--- src/rtl/lock_supervisor.sv ---
// Purpose : supervises the combination-lock FSM: drives the door actuator for a timed window,
//           counts consecutive failures, enforces a timed lockout and re-arms the lock FSM.
// Latency : unlock_in -> door_open 1 cycle; error_in -> fsm_rst 1 cycle; error -> ARMED 2 cycles.
// Backpr. : none; level inputs are sampled only in ARMED (door_closed in OPEN/WAIT_CLOSE).
// Ports   : clk, reset (async, active-high), error_in, unlock_in, door_closed (inputs);
//           fsm_rst, door_open, lockout, alarm, fail_cnt[FAIL_W-1:0] (registered-state outputs).
module lock_supervisor #(
    parameter int MAX_FAIL       = 3,
    parameter int FAIL_W         = 2,
    parameter int OPEN_CYCLES    = 500,
    parameter int LOCKOUT_CYCLES = 1000,
    parameter int CNT_W          = 16
) (
    input  logic              clk,
    input  logic              reset,
    input  logic              error_in,
    input  logic              unlock_in,
    input  logic              door_closed,
    output logic              fsm_rst,
    output logic              door_open,
    output logic              lockout,
    output logic              alarm,
    output logic [FAIL_W-1:0] fail_cnt
);

    typedef enum logic [2:0] {
        REARM      = 3'd0,
        ARMED      = 3'd1,
        OPEN       = 3'd2,
        WAIT_CLOSE = 3'd3,
        LOCKOUT    = 3'd4
    } state_t;

    localparam logic [CNT_W-1:0]  OPEN_LAST  = CNT_W'(OPEN_CYCLES - 1);
    localparam logic [CNT_W-1:0]  LOCK_LAST  = CNT_W'(LOCKOUT_CYCLES - 1);
    localparam logic [FAIL_W:0]   FAIL_LIMIT = (FAIL_W + 1)'(MAX_FAIL);
    localparam logic [FAIL_W-1:0] FAIL_SAT   = FAIL_W'(MAX_FAIL);

    state_t            state;
    state_t            state_nxt;
    logic [CNT_W-1:0]  timer;
    logic [CNT_W-1:0]  timer_nxt;
    logic [FAIL_W-1:0] fail_nxt;
    logic [FAIL_W:0]   fail_inc;

    // One extra bit so the comparison against MAX_FAIL cannot alias on overflow.
    assign fail_inc = {1'b0, fail_cnt} + (FAIL_W + 1)'(1);

    always_ff @(posedge clk or posedge reset) begin
        if (reset) begin
            state    <= REARM;
            timer    <= '0;
            fail_cnt <= '0;
        end else begin
            state    <= state_nxt;
            timer    <= timer_nxt;
            fail_cnt <= fail_nxt;
        end
    end

    always_comb begin
        state_nxt = REARM;
        timer_nxt = '0;
        fail_nxt  = fail_cnt;
        fsm_rst   = 1'b0;
        door_open = 1'b0;
        lockout   = 1'b0;
        alarm     = 1'b0;
        case (state)
            REARM: begin
                fsm_rst   = 1'b1;
                state_nxt = ARMED;
            end
            ARMED: begin
                state_nxt = ARMED;
                // unlock wins over a simultaneous error
                if (unlock_in) begin
                    state_nxt = OPEN;
                    fail_nxt  = '0;
                end else if (error_in && (fail_inc == FAIL_LIMIT)) begin
                    state_nxt = LOCKOUT;
                    fail_nxt  = FAIL_SAT;
                end else if (error_in) begin
                    state_nxt = REARM;
                    fail_nxt  = fail_inc[FAIL_W-1:0];
                end
            end
            OPEN: begin
                door_open = 1'b1;
                if (timer == OPEN_LAST) begin
                    state_nxt = door_closed ? REARM : WAIT_CLOSE;
                end else begin
                    state_nxt = OPEN;
                    timer_nxt = timer + CNT_W'(1);
                end
            end
            WAIT_CLOSE: begin
                alarm = (timer == OPEN_LAST);
                if (door_closed) begin
                    state_nxt = REARM;
                end else begin
                    state_nxt = WAIT_CLOSE;
                    timer_nxt = (timer == OPEN_LAST) ? timer : timer + CNT_W'(1);
                end
            end
            LOCKOUT: begin
                lockout = 1'b1;
                // fsm_rst held throughout, so exit goes straight to ARMED
                fsm_rst = 1'b1;
                if (timer == LOCK_LAST) begin
                    state_nxt = ARMED;
                    fail_nxt  = '0;
                end else begin
                    state_nxt = LOCKOUT;
                    timer_nxt = timer + CNT_W'(1);
                end
            end
            default: begin
                state_nxt = REARM;
            end
        endcase
    end

endmodule

--- config.mk ---
export PLATFORM = sky130hd
export DESIGN_NAME = lock_supervisor
export DESIGN_NICKNAME = d
export VERILOG_FILES = /design/src/rtl/lock_supervisor.sv
export SDC_FILE = /design/constraint.sdc
export NUM_CORES = 1
export LEC_CHECK = 0
export ABC_AREA = 1
export CAP_MARGIN = 10
export CORE_ASPECT_RATIO = 1.4
export CORE_MARGIN = 5
export CORE_UTILIZATION = 60
export CTS_CLUSTER_SIZE = 14
export DETAILED_ROUTE_END_ITERATION = 10
export HOLD_SLACK_MARGIN = 0.02
export PLACE_DENSITY = 0.82
export SKIP_LAST_GASP = 1
export SLEW_MARGIN = 20
export SYNTH_ARGS = -nofsm -noshare
export SYNTH_HDL_FRONTEND = slang
export SYNTH_SLANG_ARGS = --single-unit
--- constraint.sdc ---
create_clock -name clk -period 4.6 [get_ports clk]
set_clock_uncertainty 0.1 [all_clocks]
set_input_delay 0.46 -clock clk [delete_from_list [all_inputs] [get_ports clk]]
set_output_delay 0.46 -clock clk [all_outputs]
set_load 0.02 [all_outputs]
==> results of run 1 <==
power groups by stage:
stage,Clock (mW),Combinational [mW],Sequential (mW)
2_1_floorplan,0,0.145,0.238
3_3_place_gp,0,0.222,0.231
3_5_place_dp,0,0.227,0.232
4_1_cts,0.0925,0.227,0.230
5_1_grt,0.103,0.253,0.234
6_report,0.0905,0.224,0.230
layer usage:
metal | global-route usage [%] | routed length (um)
met1 | 21.57 | 1107
met2 | 33.76 | 1467
met3 | 3.401 | 86
met4 | 10.16 | 57
met5 | 0 | 0
cell type report:
| type | instances | area [um2] |
|---|---|---|
| Multi-Input combinational cell | 132 | 686.9 |
| Fill cell | 194 | 678.2 |
| Sequential cell | 21 | 525.5 |
| Inverter | 27 | 107.6 |
| Timing Repair Buffer | 10 | 100.1 |
| Tap cell | 22 | 27.53 |
| Clock buffer | 4 | 26.28 |
Yosys cell counts, drive strengths merged, types with 2 or more instances:
library cell,n
xnor2,2
clkinv,4
xor2,5
nand3,17
inv,23
ha,2
nor2,39
nand4,4
nand2,52
dfrtp,21
nor3,2
o21ai,3
through the flow:
stage / instances / cell area (um2) / util [%] / setup WS, ps
3_5_place_dp: 212 / 1448 / 67.27 / 2336
4_1_cts: 216 / 1474 / 68.49 / 1981
6_report: 216 / 1474 / 68.49 / 1979
3_3_place_gp: 212 / 1448 / 67.27 / 2416
2_1_floorplan: 180 / 1320 / - / 2866
5_1_grt: 216 / 1474 / 68.49 / 1845
critical path: cells and delay by family (launching register included):
| kind | cells | cell delay (ps) |
|---|---|---|
| buf+inv | 1 | 610 |
| simple gates | 4 | 490 |
| flops | 1 | 400 |
| fa+ha+maj | 1 | 240 |
state kept, by name, summed over array words and instances (netlist names):
register	flops
fail_cnt	2
state	3
timer	16
final timing paths:
| path | from | end | cells after the start |
|---|---|---|---|
| worst max-delay path | timer[1] | alarm | 6 |
| worst min-delay path | fail_cnt[0] | fail_cnt[0] | 2 |
| worst max register to register | timer[1] | timer[7] | 10 |
| worst min register to register | fail_cnt[0] | fail_cnt[0] | 2 |
| max in group asynchronous | reset | timer[6] | 2 |
| min in group asynchronous | reset | timer[13] | 2 |
cells by family (layout without fill, tap and decap cells):
group	after synthesis	in the layout	share of synthesized area, %
AND/OR/NAND/NOR	116	116	42.37
buffers and inverters	27	41	8.151
flip-flops	21	21	39.81
AO/OA/AOI/OAI	7	7	3.128
XOR/XNOR	7	7	4.645
adder cells (fa/ha/maj)	2	2	1.895
==> impl_metrics.yaml, run 1 <==
pwr:
  p_int_uw: 320.3
  total_power_uw: 545.0
  p_leak_nw: 0.7065
  switching_share_pct: 41.23
  power.switching_uw: 224.7
  p_seq_share_pct: 42.2
  ir_drop_mv: 0.3558
  combPwrFrac_pct: 41.2
  p_clk_share_pct: 16.6
  p_per_area_mw_per_mm2: 369.8
timing:
  max_freq_mhz: 381.6
  holdWs_ps: 431.6
  final-setup-viol-count: 0
  layout_min_cycle_time_ps: 2621
  fin_crit_sh_pct: 56.97
  finalHoldViolCount: 0
  rsz0062_at_grt: "no"
  worst_pin_slew_ps: 786.5
  final_max_slew_viol_count: 0
  finalSetupTns_ps: 0
  relSlewSlack_pct: 47.51
worst_setup_path:
  critPathKind: "reg -> out"
  worst_setup_path_start_kind: "flip-flop"
  rrSetupSlack_ps: 2840
  cp-end-kind: "output pin"
  slowest_stage: "clkdlybuf4s50_1"
  path_common_cell: "nor2_1"
  worstPathMaxFanout: 4
  cp.arrival_ps: 2060
  required_ps: 4040
  path_cells: "ha_1 > nand3_1 > nor2_1 > nand2_2 > nor2_1 > clkdlybuf4s50_1"
  max_stage_delay_ps: 610
global_route:
  antenna_found_initial: 0
  grt_start_max_net_pins: 22
  grt_pass1_wl_mm: 4.940
  grt_usage_pct: 19.21
  overflow: 0
  first_global_vias: 1187
placement:
  port_buffers: 10
  gp_congestion: 0.8208
  dpl.hpwl_mm: 2.115
floorplan:
  fp.dieH_um: 65.50
  io_pins: 11
  core.rowCount: 20
  fp.coreArea_mm2: 0.002152
  fp.dieW_um: 49.64
  start_util_pct: 61.34
  die-area_mm2: 0.003251
yosys:
  ys.flop_type: "dfrtp_1"
  yosysWarnings: 0
  syn_inst: 180
  synthDistinctLibCells: 25
  yosysSeqAreaShare_pct: 39.81
  synth_nets: 187
  syn_area_per_cell_um2: 7.333
  yosys.area.top_type: "dfrtp_1"
  async_flop_share_pct: 100.0
  synth_area_leaders: "dfrtp_1 (40%), nand2_1 (12%), nor2_1 (6.8%)"
  yosys.area.top_type_share_pct: 39.81
  synth_edf_count: 0
  postSynthRegisterBits: 21
  netlist_area_mm2: 0.001320
final_layout:
  n_antenna_cell: 0
  final_cell_mix: "nand2_1 (41), nor2_1 (24), dfrtp_1 (21), inv_1 (20), nand3_1 (16)"
  nets: 202
  synthToLayoutAreaGrowth_pct: 11.66
  mostFrequentLayoutCell: "nand2_1"
  drive_above_1_share_pct: 17.53
run_status:
  outcome: "completed"
route:
  ant_nets: 0
  avgViaCountPerCell: 5.491
  drc: 0
  finalWirelength_mm: 2.718
  vias: 1186
  first_pass_iters: 4
  wl_per_cell_um: 12.58
  initialDrtViolationCount: 33
cts:
  holdBufCountCts: 0
  cts_tree: "built"
  htree_levels: 1
  path_clk_slew_ps: 120
  root_buffer: "clkbuf_4"
  cts_buffer_depth: 2
  clock-sinks: 21
  post_cts_buffers: 0
  ctsResizeCount: 0
  insertion_delay_ps: 320
  cts_made_buffers: 3
job:
  drv_cap: 0
worst_hold_path:
  hold_path.class: "reg -> reg"
No activity file was read; power rests on OpenSTA's default activity.
==> inputs of run 2 (changes only) <==
Settings changed: CORE_UTILIZATION 60 to 51, PLACE_DENSITY 0.82 to 0.74.
Clock period 4.6 ns to 2.28 ns, I/O delays scaled along.
==> run 2 against run 1 <==
Against the previous run:
- register-to-register slack got worse by 2300 ps
- worst hold slack got worse by 310 ps
- wire length fell by 1.6%
- sequential share of layout area fell by 0.51 points
- non-clock buffer count rose by 1
- via count fell by 0.93%
- combinational power rose by 100%
- critical path type unchanged
==> impl_metrics.yaml, run 2 (synthesized netlist as in run 1, its figures left out) <==
global_route:
  overflow: 0
  first_global_vias: 1232
  grt_pass1_wl_mm: 4.899
  antenna_found_initial: 0
  grt_usage_pct: 17.27
  grt_start_max_net_pins: 22
timing:
  final_max_slew_viol_count: 0
  rsz0062_at_grt: "no"
  layout_min_cycle_time_ps: 2110
  final-setup-viol-count: 0
  finalSetupTns_ps: 0
  fin_crit_sh_pct: 92.54
  max_freq_mhz: 473.9
  finalHoldViolCount: 0
  worst_pin_slew_ps: 368.6
  relSlewSlack_pct: 75.37
worst_setup_path:
  path_buf_inv: 2
  slowest_stage: "clkdlybuf4s50_1"
  worstPathMaxFanout: 5
  max_stage_delay_ps: 610
  cpLargestDelayFamily: "buffers and inverters"
  cp-end-kind: "output pin"
  path_cells: "nor2_1 > nand2_1 > inv_1 > clkdlybuf4s50_1"
  worst_setup_path_start_kind: "flip-flop"
  crit_start: "state[0]"
  cp.arrival_ps: 1780
  critPathKind: "reg -> out"
  r2r_start: "timer[0]"
  required_ps: 1950
floorplan:
  start_util_pct: 54.02
  fp.dieH_um: 70.20
  fp.coreArea_mm2: 0.002444
  io_pins: 11
  die-area_mm2: 0.003720
  fp.dieW_um: 53.00
  core.rowCount: 21
cts:
  post_cts_buffers: 0
  cts_tree: "built"
  insertion_delay_ps: 310
  root_buffer: "clkbuf_4"
  htree_levels: 1
  path_clk_slew_ps: 120
  clock-sinks: 21
  cts_buffer_depth: 2
  cts_made_buffers: 3
final_layout:
  nets: 203
  n_antenna_cell: 0
  drive_above_1_share_pct: 17.95
  largest_register: "timer"
  post-route-util_pct: 61.19
  mostFrequentLayoutCell: "nand2_1"
  synthToLayoutAreaGrowth_pct: 13.27
  largestRegisters: "timer (16), state (3), fail_cnt (2)"
  stdcell_count: 229
  final_cell_mix: "nand2_1 (41), nor2_1 (24), dfrtp_1 (21), inv_1 (20), nand3_1 (16)"
  largest_reg_flops: 16
pwr:
  p_per_area_mw_per_mm2: 737.7
  p_leak_nw: 0.7162
  ir_drop_mv: 0.4970
placement:
  gp_congestion: 0.8560
  port_buffers: 10
  dp.cells: 225
  dpl.hpwl_mm: 2.160
route:
  ant_nets: 0
  drc: 0
  first_pass_iters: 4
  wl_per_cell_um: 11.68
  finalWirelength_mm: 2.674
  avgViaCountPerCell: 5.131
  vias: 1175
  initialDrtViolationCount: 36
run_status:
  outcome: "completed"
job:
  drv_cap: 0
worst_hold_path:
  hold_path.class: "in -> async"
## run 2: cell count changes in the layout (fill, tap and decap cells not counted)
| cell | before | now |
|---|---|---|
| buf_4 | 0 | 1 |
| dlygate4sd2_1 | 0 | 1 |
| clkdlybuf4s50_1 | 10 | 9 |
## run 2: worst paths after layout
kind	cells after the start	end	slack, ps
min reg2reg	2	timer[1]	430
min in group clk	2	timer[1]	430
max reg2reg	10	timer[5]	570
max in group asynchronous	3	timer[0]	1740
max	4	lockout	170
min	3	timer[8]	130
## run 2: final cells by class
| type | instances | area [um2] |
|---|---|---|
| fill | 248 | 948.4 |
| clock buffer | 4 | 26.28 |
| timing repair buffer | 11 | 106.4 |
| inverter | 27 | 107.6 |
| tap | 34 | 42.54 |
| sequential | 21 | 525.5 |
| multi-input combinational | 132 | 686.9 |
## run 2: through the flow
| step | cell area (um2) | total power [mW] | hold WS [ps] | setup WS [ps] |
|---|---|---|---|---|
| floorplan | 1320 | 0.7739 | 104.5 | 631.7 |
| global placement | 1470 | 0.9184 | 386.6 | 325.6 |
| detailed placement | 1470 | 0.9303 | 399.5 | 285.9 |
| CTS | 1495 | 1.112 | 132.1 | 170.1 |
| global route | 1495 | 1.182 | 142.5 | 7.264 |
| finish | 1495 | 1.103 | 126.6 | 170.0 |
## run 2: what timing repair did
| action | CTS | global route |
|---|---|---|
| hold endpoints to repair | 0 | 0 |
| setup endpoints to repair | 1 | 0 |
| hold buffers | 0 | 0 |
| gates resized for setup | 1 | 0 |
## run 2: power by group
| group | internal (mW) | switching [mW] | total (mW) | leakage (nW) |
|---|---|---|---|---|
| Combinational | 0.160 | 0.298 | 0.458 | 0.414 |
| Sequential | 0.418 | 0.0438 | 0.462 | 0.287 |
| Clock | 0.0684 | 0.115 | 0.183 | 0.0150 |
## run 2: worst reg2reg max path: stages, from the launching register on
cell	delay, ps
dfrtp_1	400
ha_1	240
nand2_2	100
clkinv_1	70
nand2_1	40
nor2_1	110
nand2_2	90
nand2_2	100
nand3_4	170
inv_6	150
nor2_2	40
## run 2: layer usage
layer	share of wire (%)	track usage (%)	wire length (um)	up-vias
met5	0	0	0	-
met4	2.7	9.659	72	0
met3	1.9	2.340	50	7
met2	53	30.39	1427	15
met1	42	18.94	1124	565
li1	-	-	-	588
==> inputs of run 3 (changes only) <==
--- a/constraint.sdc
+++ b/constraint.sdc
@@ -4,2 +4,2 @@
 set_output_delay 0.228 -clock clk [all_outputs]
-set_load 0.02 [all_outputs]
+set_load 0.005 [all_outputs]
==> run 3 against run 2 <==
Against the previous run:
- clock power about the same
- core utilization increased by 3.0 points
- sequential share of layout area decreased by 1.4 points
- wire length increased by 2.9%
- critical path depth unchanged
- worst hold slack improved by 4.7 ps
- power decreased by 2.4%
- first-iteration DRC count decreased by 47%
- combinational power decreased by 6.3%
- clock-buffer cell count unchanged
- sequential power increased by 0.9%
==> impl_metrics.yaml, run 3 (synthesized netlist as in run 1, its figures left out) <==
cts:
  insertion_delay_ps: 300
  path_clk_slew_ps: 120
  cts_made_buffers: 3
  root_buffer: "clkbuf_4"
  holdBufCountCts: 0
  cts_buffer_depth: 2
  cts_tree: "built"
  htree_levels: 1
  clock-sinks: 21
worst_setup_path:
  worstPathMaxFanout: 5
  reg2reg_to: "timer[15]"
  r2r_start: "timer[0]"
  required_ps: 1950
  cp.arrival_ps: 1660
  critPathKind: "reg -> out"
  cp-end-kind: "output pin"
  worst_setup_path_start_kind: "flip-flop"
  rrSetupSlack_ps: 610
  rr_worst_depth: 10
final_layout:
  largest_reg_flops: 16
  final_cell_mix: "nand2_1 (41), nor2_1 (23), inv_1 (20), dfrtp_1 (18), nand3_1 (16)"
  drive_above_1_share_pct: 22.89
  largest_register: "timer"
  post-route-util_pct: 64.16
  mostFrequentLayoutCell: "nand2_1"
  n_antenna_cell: 0
  synthToLayoutAreaGrowth_pct: 18.77
  nets: 209
  largestRegisters: "timer (16), state (3), fail_cnt (2)"
timing:
  fin_crit_sh_pct: 87.12
  worst_pin_slew_ps: 370.4
  layout_min_cycle_time_ps: 1986
  finalHoldViolCount: 0
  rsz0062_at_grt: "no"
  final-setup-viol-count: 0
  relSlewSlack_pct: 75.25
  finalSetupTns_ps: 0
  max_freq_mhz: 503.5
  final_max_slew_viol_count: 0
global_route:
  antenna_found_initial: 0
  grt_pass1_wl_mm: 4.719
  grt_start_max_net_pins: 22
  overflow: 0
  first_global_vias: 1214
  grt_usage_pct: 16.56
floorplan:
  fp.dieW_um: 53.00
  start_util_pct: 54.02
  fp.coreArea_mm2: 0.002444
  io_pins: 11
  die-area_mm2: 0.003720
  core.rowCount: 21
  fp.dieH_um: 70.20
pwr:
  p_leak_nw: 0.7586
  ir_drop_mv: 0.4927
  p_per_area_mw_per_mm2: 686.3
placement:
  dpl.hpwl_mm: 2.145
  gp_congestion: 0.8561
  port_buffers: 10
job:
  drv_cap: 0
route:
  avgViaCountPerCell: 5.128
  vias: 1205
  wl_per_cell_um: 11.71
  initialDrtViolationCount: 19
  drc: 0
  first_pass_iters: 4
  finalWirelength_mm: 2.752
  ant_nets: 0
run_status:
  outcome: "completed"
worst_hold_path:
  hold_path.class: "in -> async"
[run 3: changes by cell type in the layout (fill, tap and decap cells not counted)]
cell | before | now
dfrtp_2 | 0 | 3
buf_4 | 1 | 7
ha_4 | 0 | 1
nor2_4 | 1 | 2
dlygate4sd2_1 | 1 | 0
ha_1 | 2 | 1
nor2_1 | 24 | 23
dlymetal6s2s_1 | 0 | 1
dfrtp_1 | 21 | 18
[run 3: critical path: stages (launching register included)]
cell and delay, ps:
dfrtp_1 440, nor2_1 190, nand2_1 120, inv_1 100, clkdlybuf4s50_1 500
[run 3: metrics by stage]
stage | area (um2) | power [mW] | setup WS [ps] | hold slack (ps) | instances
6_report | 1568 | 1.076 | 293.8 | 131.3 | 235
3_3_place_gp | 1470 | 0.8756 | 428.5 | 386.6 | 225
5_1_grt | 1568 | 1.156 | 180.2 | 145.6 | 235
2_1_floorplan | 1320 | 0.7324 | 764.7 | 104.5 | 180
3_5_place_dp | 1470 | 0.8905 | 374.1 | 403.2 | 225
4_1_cts | 1499 | 1.071 | 19.88 | 141.5 | 229
[run 3: what timing repair did]
item                                    CTS  global route
pin swaps                                 0             2
gates resized for setup                   1             7
buffers inserted                          0             6
endpoints found under the setup margin    1             1
[run 3: power by group]
group          switching, mW  leakage (nW)  total [mW]  internal (mW)
logic                  0.259         0.461       0.429          0.170
registers             0.0481         0.282       0.466          0.418
clock network          0.112        0.0150       0.180         0.0683
total                  0.419         0.759        1.08          0.657
[run 3: per-layer routing]
| metal | up-vias | global-route usage (%) | routed length (um) |
|---|---|---|---|
| met2 | 27 | 30.25 | 1491 |
| met5 | - | 0 | 0 |
| met3 | 11 | 2.553 | 70 |
| met1 | 566 | 17.36 | 1094 |
| li1 | 601 | - | - |
| met4 | 0 | 8.239 | 96 |
[run 3: worst max-delay path by stage]
stage              from        end  slack (ps)  cells past startpoint
2_1_floorplan  timer[0]  timer[15]         760                     10
3_3_place_gp   timer[0]      alarm         430                      6
3_5_place_dp   timer[0]      alarm         370                      6
4_1_cts        timer[0]      alarm          20                      6
5_1_grt        state[0]    lockout         180                      4
6_report       state[0]    lockout         290                      4
[run 3: cell type report]
type | instances | area, um2
Clock buffer | 4 | 26.28
Tap cell | 34 | 42.54
Fill cell | 240 | 875.8
Timing Repair Buffer | 17 | 155.1
Inverter | 27 | 107.6
Sequential cell | 21 | 529.3
Multi-Input combinational cell | 132 | 706.9
